===== config.mk =====
export PLATFORM = sky130hd
export DESIGN_NAME = direction_queue_flat
export DESIGN_NICKNAME = d
export VERILOG_FILES = /design/src/rtl/direction_queue_if.sv /design/src/rtl/direction_queue.sv /design/src/flat_wrapper.sv
export SDC_FILE = /design/constraint.sdc
export NUM_CORES = 1
export LEC_CHECK = 0
export CORE_ASPECT_RATIO = 0.75
export CORE_MARGIN = 4
export CORE_UTILIZATION = 50
export DETAILED_ROUTE_END_ITERATION = 8
export PLACE_DENSITY_LB_ADDON = 0.1
export SYNTH_ARGS = -nofsm -noshare
export SYNTH_HDL_FRONTEND = slang
export SYNTH_SLANG_ARGS = --single-unit

===== constraint.sdc =====
create_clock -name clk -period 4.6 [get_ports clk]
set_input_delay 1.15 -clock clk [delete_from_list [all_inputs] [get_ports clk]]
set_output_delay 1.15 -clock clk [all_outputs]
set_load 0.1 [all_outputs]

===== src/rtl/direction_queue_if.sv =====
// Signal bundle between the board-side button conditioner and its consumers.
// The count width follows the queue depth so both ends agree on it.
interface direction_queue_if #(
  parameter int unsigned QUEUE_DEPTH = 2
);
  localparam int unsigned CountW = $clog2(QUEUE_DEPTH + 1);

  logic [3:0]        pb_i;
  logic              tick_i;
  logic              game_rst_i;
  logic [3:0]        dir_o;
  logic [3:0]        press_pulse_o;
  logic [CountW-1:0] count_o;

  modport master (
    output pb_i,
    output tick_i,
    output game_rst_i,
    input  dir_o,
    input  press_pulse_o,
    input  count_o
  );

  modport slave (
    input  pb_i,
    input  tick_i,
    input  game_rst_i,
    output dir_o,
    output press_pulse_o,
    output count_o
  );
endinterface


===== src/rtl/direction_queue.sv =====
// Pushbutton synchroniser/debouncer feeding a small turn FIFO that releases one
// accepted direction per game tick, rejecting duplicates and reversals.
module direction_queue #(
  parameter int unsigned DEBOUNCE_CYCLES = 120000,
  parameter int unsigned QUEUE_DEPTH     = 2
) (
  input  logic             clk,
  input  logic             nrst,
  direction_queue_if.slave bus
);

  localparam int unsigned DbW    = $clog2(DEBOUNCE_CYCLES);
  localparam int unsigned CountW = $clog2(QUEUE_DEPTH + 1);

  localparam logic [3:0]        DirRight  = 4'b0010;
  localparam logic [DbW-1:0]    DbLast    = DbW'(DEBOUNCE_CYCLES - 1);
  localparam logic [CountW-1:0] CountFull = CountW'(QUEUE_DEPTH);

  // Bit order everywhere is {up, down, right, left}.
  function automatic logic [3:0] opposite(input logic [3:0] d);
    return {d[2], d[3], d[0], d[1]};
  endfunction

  logic [3:0]        sync1_q, sync_q;
  logic [3:0]        stable_q, stable_d, stable_dly_q;
  logic [DbW-1:0]    db_cnt_q [4];
  logic [DbW-1:0]    db_cnt_d [4];
  logic [3:0]        pulse;

  logic [3:0]        cand;
  logic              cand_valid;
  logic              pop, push, room;
  logic [CountW-1:0] count_after_pop;

  logic [3:0]        mem_q [QUEUE_DEPTH];
  logic [3:0]        mem_d [QUEUE_DEPTH];
  logic [CountW-1:0] count_q, count_d;
  logic [3:0]        dir_q, dir_d;
  logic [3:0]        last_dir_q, last_dir_d;

  // Two-flop synchroniser for the asynchronous pins.
  always_ff @(posedge clk or negedge nrst) begin
    if (!nrst) begin
      sync1_q <= '0;
      sync_q  <= '0;
    end else begin
      sync1_q <= bus.pb_i;
      sync_q  <= sync1_q;
    end
  end

  // A level is accepted only after DEBOUNCE_CYCLES consecutive disagreeing samples.
  always_comb begin
    stable_d = stable_q;
    for (int i = 0; i < 4; i++) begin
      db_cnt_d[i] = '0;
      if (sync_q[i] != stable_q[i]) begin
        if (db_cnt_q[i] == DbLast) begin
          stable_d[i] = sync_q[i];
        end else begin
          db_cnt_d[i] = db_cnt_q[i] + DbW'(1);
        end
      end
    end
  end

  always_ff @(posedge clk or negedge nrst) begin
    if (!nrst) begin
      stable_q     <= '0;
      stable_dly_q <= '0;
      for (int i = 0; i < 4; i++) begin
        db_cnt_q[i] <= '0;
      end
    end else begin
      stable_q     <= stable_d;
      stable_dly_q <= stable_q;
      for (int i = 0; i < 4; i++) begin
        db_cnt_q[i] <= db_cnt_d[i];
      end
    end
  end

  assign pulse = stable_q & ~stable_dly_q;

  always_comb begin
    cand = '0;
    if (pulse[3]) begin
      cand = 4'b1000;
    end else if (pulse[2]) begin
      cand = 4'b0100;
    end else if (pulse[1]) begin
      cand = 4'b0010;
    end else if (pulse[0]) begin
      cand = 4'b0001;
    end
  end

  assign cand_valid = |pulse;

  // Pop is resolved before push, so a full queue ticking this cycle still has room.
  assign pop             = bus.tick_i && (count_q != '0);
  assign count_after_pop = count_q - CountW'(pop);
  assign room            = count_after_pop < CountFull;
  assign push            = cand_valid && !bus.game_rst_i && room &&
                           (cand != last_dir_q) && (cand != opposite(last_dir_q));

  always_comb begin
    mem_d      = mem_q;
    count_d    = count_q;
    dir_d      = dir_q;
    last_dir_d = last_dir_q;
    if (bus.game_rst_i) begin
      count_d    = '0;
      dir_d      = DirRight;
      last_dir_d = DirRight;
    end else begin
      if (pop) begin
        dir_d = mem_q[0];
        for (int i = 0; i < int'(QUEUE_DEPTH) - 1; i++) begin
          mem_d[i] = mem_q[i + 1];
        end
      end
      if (push) begin
        for (int i = 0; i < int'(QUEUE_DEPTH); i++) begin
          if (CountW'(i) == count_after_pop) begin
            mem_d[i] = cand;
          end
        end
        last_dir_d = cand;
      end
      count_d = count_after_pop + CountW'(push);
    end
  end

  always_ff @(posedge clk or negedge nrst) begin
    if (!nrst) begin
      count_q    <= '0;
      dir_q      <= DirRight;
      last_dir_q <= DirRight;
      for (int i = 0; i < int'(QUEUE_DEPTH); i++) begin
        mem_q[i] <= '0;
      end
    end else begin
      count_q    <= count_d;
      dir_q      <= dir_d;
      last_dir_q <= last_dir_d;
      for (int i = 0; i < int'(QUEUE_DEPTH); i++) begin
        mem_q[i] <= mem_d[i];
      end
    end
  end

  assign bus.dir_o         = dir_q;
  assign bus.press_pulse_o = pulse;
  assign bus.count_o       = count_q;

endmodule


===== src/flat_wrapper.sv =====
// flat-port wrapper written by rule: the top's interface ports become plain ports
module direction_queue_flat 
#(
  parameter int unsigned DEBOUNCE_CYCLES = 120000,
  parameter int unsigned QUEUE_DEPTH     = 2
)
  (clk, nrst, bus_pb_i, bus_tick_i, bus_game_rst_i, bus_dir_o, bus_press_pulse_o, bus_count_o);
  direction_queue_if #(.QUEUE_DEPTH(QUEUE_DEPTH)) bus_i ();
  input  logic clk;
  input  logic nrst;
  input wire logic [$bits(bus_i.pb_i)-1:0] bus_pb_i;
  input wire logic [$bits(bus_i.tick_i)-1:0] bus_tick_i;
  input wire logic [$bits(bus_i.game_rst_i)-1:0] bus_game_rst_i;
  output wire logic [$bits(bus_i.dir_o)-1:0] bus_dir_o;
  output wire logic [$bits(bus_i.press_pulse_o)-1:0] bus_press_pulse_o;
  output wire logic [$bits(bus_i.count_o)-1:0] bus_count_o;
  assign bus_i.pb_i = bus_pb_i;
  assign bus_i.tick_i = bus_tick_i;
  assign bus_i.game_rst_i = bus_game_rst_i;
  assign bus_dir_o = bus_i.dir_o;
  assign bus_press_pulse_o = bus_i.press_pulse_o;
  assign bus_count_o = bus_i.count_o;
  direction_queue #(.DEBOUNCE_CYCLES(DEBOUNCE_CYCLES), .QUEUE_DEPTH(QUEUE_DEPTH)) u_core (.clk(clk), .nrst(nrst), .bus(bus_i));
endmodule

==> results.cfg, run 1 <==
[placement]
hpwlAfterDp_mm = 5.65
portBuffers = 17
place_inst = 607
place.gp.congestion = 0.777

[final_layout]
area_delta_synth_final_pct = 12.1
diodes = 0
nNetsFinal = 504
stdcell_count = 623
drive_gt1_share_pct = 9.49
post-route-util_pct = 58.7
fillers = 826

[clock_tree]
cts_resized = 0
cts-root-buf = clkbuf_16
cts-htree-levels = 3
post-cts-setup-buffers = 0
hold_buffers = 0
cts_tree = done
clock_sinks = 102
numCtsBuffers = 9
clk_pin_slew_worst_paths_ns = 0.06
cts.path.max_buffers = 2
clkLatencyLatePin_ns = 0.34

[floorplan]
core.rowCount = 30
die_h_um = 93.4
die_area_um2 = 11400
start_util_pct = 52.4
ios = 18
fp.dieW_um = 122
core_area_um2 = 9270

[timing]
worst_pin_slew_ns = 1.03
min_period_ns = 3.52
setup_tns_ns = 0
final_hold_viol_count = 0
rsz0062_at_grt = no
min_period_over_period_pct = 76.6
hold_slack_ns = 0.350
fmax_ghz = 0.284
finalClockSkew_ns = 0.00319
max-slew-margin-rel_pct = 31.4
setup-violations-final = 0
slew_viol_final = 0

[logic_synthesis]
synth.cell_area_um2 = 4860
avgSynthCellArea_um2 = 10.2
synth_top_family_by_area = simple AND/OR/NAND/NOR gates
synthMuxAreaShare_pct = 2.06
synth-simple-area-share_pct = 23.2
synthCells = 474
ys.flop_type = dfrtp_1
synthAdderAreaFrac_pct = 1.55
synth_cell_types = 56
synth_xor_area_share_pct = 12.1
synth_edf_count = 0
yosys_warnings = 0
async_reset_ff_share_pct = 100
seq_area_frac_synth_pct = 52.6
synth_seq_cells = 102
synth-compound-area-share_pct = 4.92
syn-num-nets = 488

[drt]
drt_first_pass_iters = 4
via_per_inst = 5.11
wl_mm = 8.33
vias = 3185
drt-initial-drc-count = 201
postRouteAntennaNets = 0
wl_per_cell_um = 13.4
drc_errors = 0

[setup_path]
r2r-end = u_core.bus.count_o[0]
worstPathMaxFanout = 15
ff2ff_path_depth = 10
crit_top_cell = ha_1
path_delay_family = compound AO/OA/AOI/OAI gates
cp-start-kind = input port
path_cells = clkdlybuf4s50_1, o21ai_1, clkinv_1, ha_1, xor2_1, a311oi_1, o31a_4, nand2_1, inv_1, ha_1, nor2b_1
cp-endpoint = u_core.bus.count_o[0]
path_buf_inv = 3
critPathArrivalTime_ns = 3.75
cp_num_cells = 11
ff2ff_setup_slack_ns = 1.68
cp-end-kind = flop
critPathKind = in2reg
critPathSlowestCell = clkdlybuf4s50_1
slowest_delay_ns = 0.40
crit_start = bus_tick_i
r2r_start = u_core.bus.count_o[1]
worstPathRequired_ns = 4.83

[global_route]
antenna_found_initial = 0
grt-ovfl-total = 0
grt_pass1_wl_mm = 14.8
gr-usage-all-layers_pct = 16.3
grt_max_degree = 85
grt_pass1_vias = 3100

[pwr]
power_mw = 1.91
ir_drop_v = 0.000231
p_switching_uw = 453
pwr-share-clk_pct = 42.3
p_comb_share_pct = 8.7
power_density_nw_per_um2 = 351
leakagePower_nw = 2.38
sw_frac_of_total_pct = 23.7
p_int_mw = 1.46
seqPwrFrac_pct = 49.0

[job]
maxCapViolations = 0

[status]
status = complete, no violations

[hold_path]
hold_class = reg2reg
min-delay-start = u_core.sync1_q[0]
[per-stage QoR]
| step | cell area [um2] | worst slack [ns] |
|---|---|---|
| after floorplan | 4860 | 1.15 |
| after global placement | 5120 | 0.776 |
| after detailed placement | 5120 | 0.731 |
| after CTS | 5450 | 1.08 |
| after global routing | 5450 | 0.848 |
| final | 5450 | 1.08 |
[kinds of logic (layout without fill, tap and decap cells)]
family,after synthesis,after routing
flops,102,102
compound gates,35,35
simple gates,217,217
fa+ha+maj,6,6
mux,8,8
buf+inv,39,60
xor+xnor,67,67
[worst min path at each step]
stage / to / slack (ns) / cells after the start
CTS: u_core.sync_q[0] / 0.35 / 0
finish: u_core.sync_q[0] / 0.35 / 0
floorplan: u_core.sync_q[0] / 0.33 / 0
global placement: u_core.sync_q[3] / 0.34 / 0
detailed placement: u_core.sync_q[0] / 0.34 / 0
global route: u_core.sync_q[0] / 0.35 / 0
[cell usage in the layout (no fill, tap or decap), types with 4 or more instances in the layout]
master             n
dfrtp_1          100
nor2_1            80
xor2_1            41
nand2_1           34
xnor2_1           26
nand3_1           23
inv_1             22
clkdlybuf4s50_1   16
nand4_1           13
a21oi_1           12
and3_1            10
nor3_1             9
clkbuf_16          9
or3_1              7
ha_1               6
and4_1             5
o21ai_0            5
nor4_1             4
mux2_2             4
buf_4              4
[power groups by stage]
stage | clock network, mW | logic, mW | registers, mW
2_1_floorplan | 0 | 0.0907 | 0.982
3_3_place_gp | 0 | 0.163 | 0.953
3_5_place_dp | 0 | 0.167 | 0.953
4_1_cts | 0.829 | 0.168 | 0.937
5_1_grt | 0.873 | 0.186 | 0.940
6_report | 0.809 | 0.165 | 0.936
[synth_stat cells (2+ instances only)]
master	instances	area, um2
or2_2	3	18.8
clkbuf_1	6	22.5
nor4_1	4	25.0
ha_1	6	75.1
nor2_1	80	300
a311oi_1	2	17.5
dfrtp_1	100	2500
or3b_2	2	17.5
nor2b_1	3	18.8
nand2_1	34	128
nand3_1	23	115
and3_1	10	62.6
o21ai_0	5	25.0
inv_1	22	82.6
a21oi_1	12	60.1
nand2b_1	3	18.8
buf_2	3	15.0
nor4b_1	3	26.3
a32o_1	3	30.0
xor2_1	41	359
or3_1	7	43.8
nand4_1	13	81.3
xnor2_1	26	228
o21ai_1	3	15.0
a211oi_1	3	22.5
nand3b_1	2	15.0
and2_1	3	18.8
buf_6	2	22.5
mux2_4	3	45.0
mux2_2	4	45.0
buf_4	3	22.5
and4_1	5	43.8
dfstp_2	2	52.6
nor3_2	3	30.0
nor3_1	9	45.0
[flip-flops by register name (all words and copies together) (netlist names)]
signal,flops
u_core.sync_q,4
u_core.last_dir_q,4
u_core.sync1_q,4
u_core.mem_q,8
u_core.stable_dly_q,4
u_core.db_cnt_q,68
u_core.bus.count_o,2
u_core.stable_q,4
u_core.bus.dir_o,4
[area by class of cell]
cell class | instances | area (um2) | area share [%]
clock buffers | 10 | 239 | 4.39
clock inverters | 6 | 85.1 | 1.56
inverters | 24 | 90.1 | 1.65
multi-input cells | 333 | 2130 | 39.0
flip-flops and latches | 102 | 2550 | 46.9
well taps | 128 | 160 | 2.94
repair buffers | 20 | 190 | 3.49
[per-layer routing]
layer,part of all wire (%),vias to the layer above,GRT usage [%]
li1,-,1628,-
met1,53,1507,24.1
met2,42,38,23.5
met3,3.5,12,4.66
met4,1.3,0,4.38
met5,0,-,0
(Power assumes the default switching activity.)
==> run 2: changes to the inputs <==
==> constraint.sdc (replaced) <==
create_clock -name clk -period 3.6 [get_ports clk]
set_input_delay 0.9 -clock clk [delete_from_list [all_inputs] [get_ports clk]]
set_output_delay 0.9 -clock clk [all_outputs]
set_load 0.1 [all_outputs]
==> run 2 against run 1 <==
Clock skew up 0.0031 ns. Total power rose by 21%. Cell area fell by 0.71%. Die area unchanged. Sequential cell count stayed put. First-iteration DRC count decreased by 22%. Final cell count is 0.32% higher. Non-clock buffer count increased by 2. Worst setup slack worse by 0.44 ns. Sequential share of layout area is 0.34 points higher. Critical endpoint unchanged. Sequential power rose by 28%. Highest routed layer unchanged.
==> results.cfg, run 2 (synthesized netlist as in run 1, its figures left out) <==
[status]
status = complete, no violations

[timing]
min_period_ns = 2.97
fmax_ghz = 0.337
finalClockSkew_ns = 0.00628
setup_tns_ns = 0
rsz0062_at_grt = no
slew_viol_final = 0
min_period_over_period_pct = 82.4
setup-violations-final = 0
max-slew-margin-rel_pct = 35.5
worst_pin_slew_ns = 0.964
final_hold_viol_count = 0

[drt]
drc_errors = 0
via_per_inst = 5.23
drt-initial-drc-count = 156
postRouteAntennaNets = 0
drt_first_pass_iters = 5
vias = 3269
wl_mm = 8.38
wl_per_cell_um = 13.4

[floorplan]
die_area_um2 = 11400
fp.dieW_um = 122
start_util_pct = 52.4
ios = 18
core.rowCount = 30
core_area_um2 = 9270
die_h_um = 93.4

[pwr]
power_density_nw_per_um2 = 428
pwr-share-clk_pct = 38.8
p_switching_uw = 580
ir_drop_v = 0.000275
sw_frac_of_total_pct = 25.0
power_mw = 2.32
seqPwrFrac_pct = 51.6
p_comb_share_pct = 9.6
p_int_mw = 1.74
leakagePower_nw = 2.40

[clock_tree]
clkLatencyLatePin_ns = 0.34
numCtsBuffers = 9
cts.path.max_buffers = 2
cts_resized = 0
cts_tree = done
hold_buffers = 0
cts-root-buf = clkbuf_16
clk_pin_slew_worst_paths_ns = 0.06
clock_sinks = 102
cts-htree-levels = 3
post-cts-setup-buffers = 0

[placement]
place.gp.congestion = 0.842
hpwlAfterDp_mm = 5.83
portBuffers = 17
placed_area_um2 = 5130
place_inst = 609

[final_layout]
fillers = 812
nNetsFinal = 506
area_delta_synth_final_pct = 11.3
reg_top3 = u_core.db_cnt_q: 68 flops, u_core.mem_q: 8 flops
stdcell_count = 625
drive_gt1_share_pct = 11.1
design_area_um2 = 5410
post-route-util_pct = 58.3
largest_reg_flops = 68
final_common_cell = dfrtp_1
final_cell_mix = dfrtp_1 (100), nor2_1 (80), xor2_1 (41)
diodes = 0
regMostFlops = u_core.db_cnt_q

[global_route]
grt_max_degree = 53
antenna_found_initial = 0
grt_pass1_vias = 3115
grt_pass1_wl_mm = 14.6
gr-usage-all-layers_pct = 16.0
grt-ovfl-total = 0

[setup_path]
worstPathRequired_ns = 3.82
ff2ff_path_depth = 10
critPathKind = in2reg
critPathArrivalTime_ns = 3.18
r2r_start = u_core.bus.count_o[1]
cp-end-kind = flop
r2r-end = u_core.bus.count_o[0]
ff2ff_setup_slack_ns = 1.11
worstPathMaxFanout = 15
cp-start-kind = input port

[hold_path]
min_to = u_core.sync_q[1]
hold_class = reg2reg
min-delay-start = u_core.sync1_q[1]
min_path_cells = 0

[job]
maxCapViolations = 0
## run 2: power groups by stage
stage	registers [mW]	clock network (mW)	logic, mW
after detailed placement	1.22	0	0.223
after CTS	1.20	0.929	0.226
after global routing	1.20	0.984	0.248
after global placement	1.22	0	0.219
final	1.20	0.898	0.223
after floorplan	1.25	0	0.116
## run 2: worst max-delay path by stage
stage                           from               endpoint  slack [ns]  cells past startpoint
2_1_floorplan  u_core.bus.count_o[1]  u_core.bus.count_o[0]        0.28                     11
3_5_place_dp              bus_tick_i  u_core.bus.count_o[0]        0.33                     11
3_3_place_gp              bus_tick_i  u_core.bus.count_o[0]        0.37                     11
4_1_cts                   bus_tick_i  u_core.bus.count_o[0]        0.65                     11
6_report                  bus_tick_i  u_core.bus.count_o[0]        0.63                     11
5_1_grt                   bus_tick_i  u_core.bus.count_o[0]        0.46                     11
## run 2: layout make-up
class                   count  area [um2]  share of cell area (%)
clock buffers              12         246                    4.56
clock inverters             4        31.3                   0.579
well taps                 128         160                    2.96
repair buffers             22         198                    3.66
flip-flops and latches    102        2550                    47.3
multi-input cells         333        2130                    39.3
inverters                  24        90.1                    1.67
## run 2: routing by layer
metal	track usage [%]	vias to the layer above	share of wire [%]
li1	-	1631	-
met1	22.8	1597	53
met2	24.3	34	43
met3	4.23	7	3.2
met4	4.20	0	0.75
met5	0	-	0
## run 2: worst max-delay path: stages
cell and delay (ns):
clkdlybuf4s50_1 0.40, o21ai_1 0.10, clkinv_1 0.11, ha_1 0.20, xor2_1 0.17, a311oi_1 0.38
o31a_4 0.33, nand2_1 0.15, inv_1 0.08, ha_1 0.22, nor2b_1 0.14
## run 2: per-stage QoR
step	hold WS, ns	setup WS (ns)
2_1_floorplan	0.331	0.278
3_3_place_gp	0.337	0.367
3_5_place_dp	0.337	0.328
4_1_cts	0.353	0.646
5_1_grt	0.355	0.455
6_report	0.350	0.634
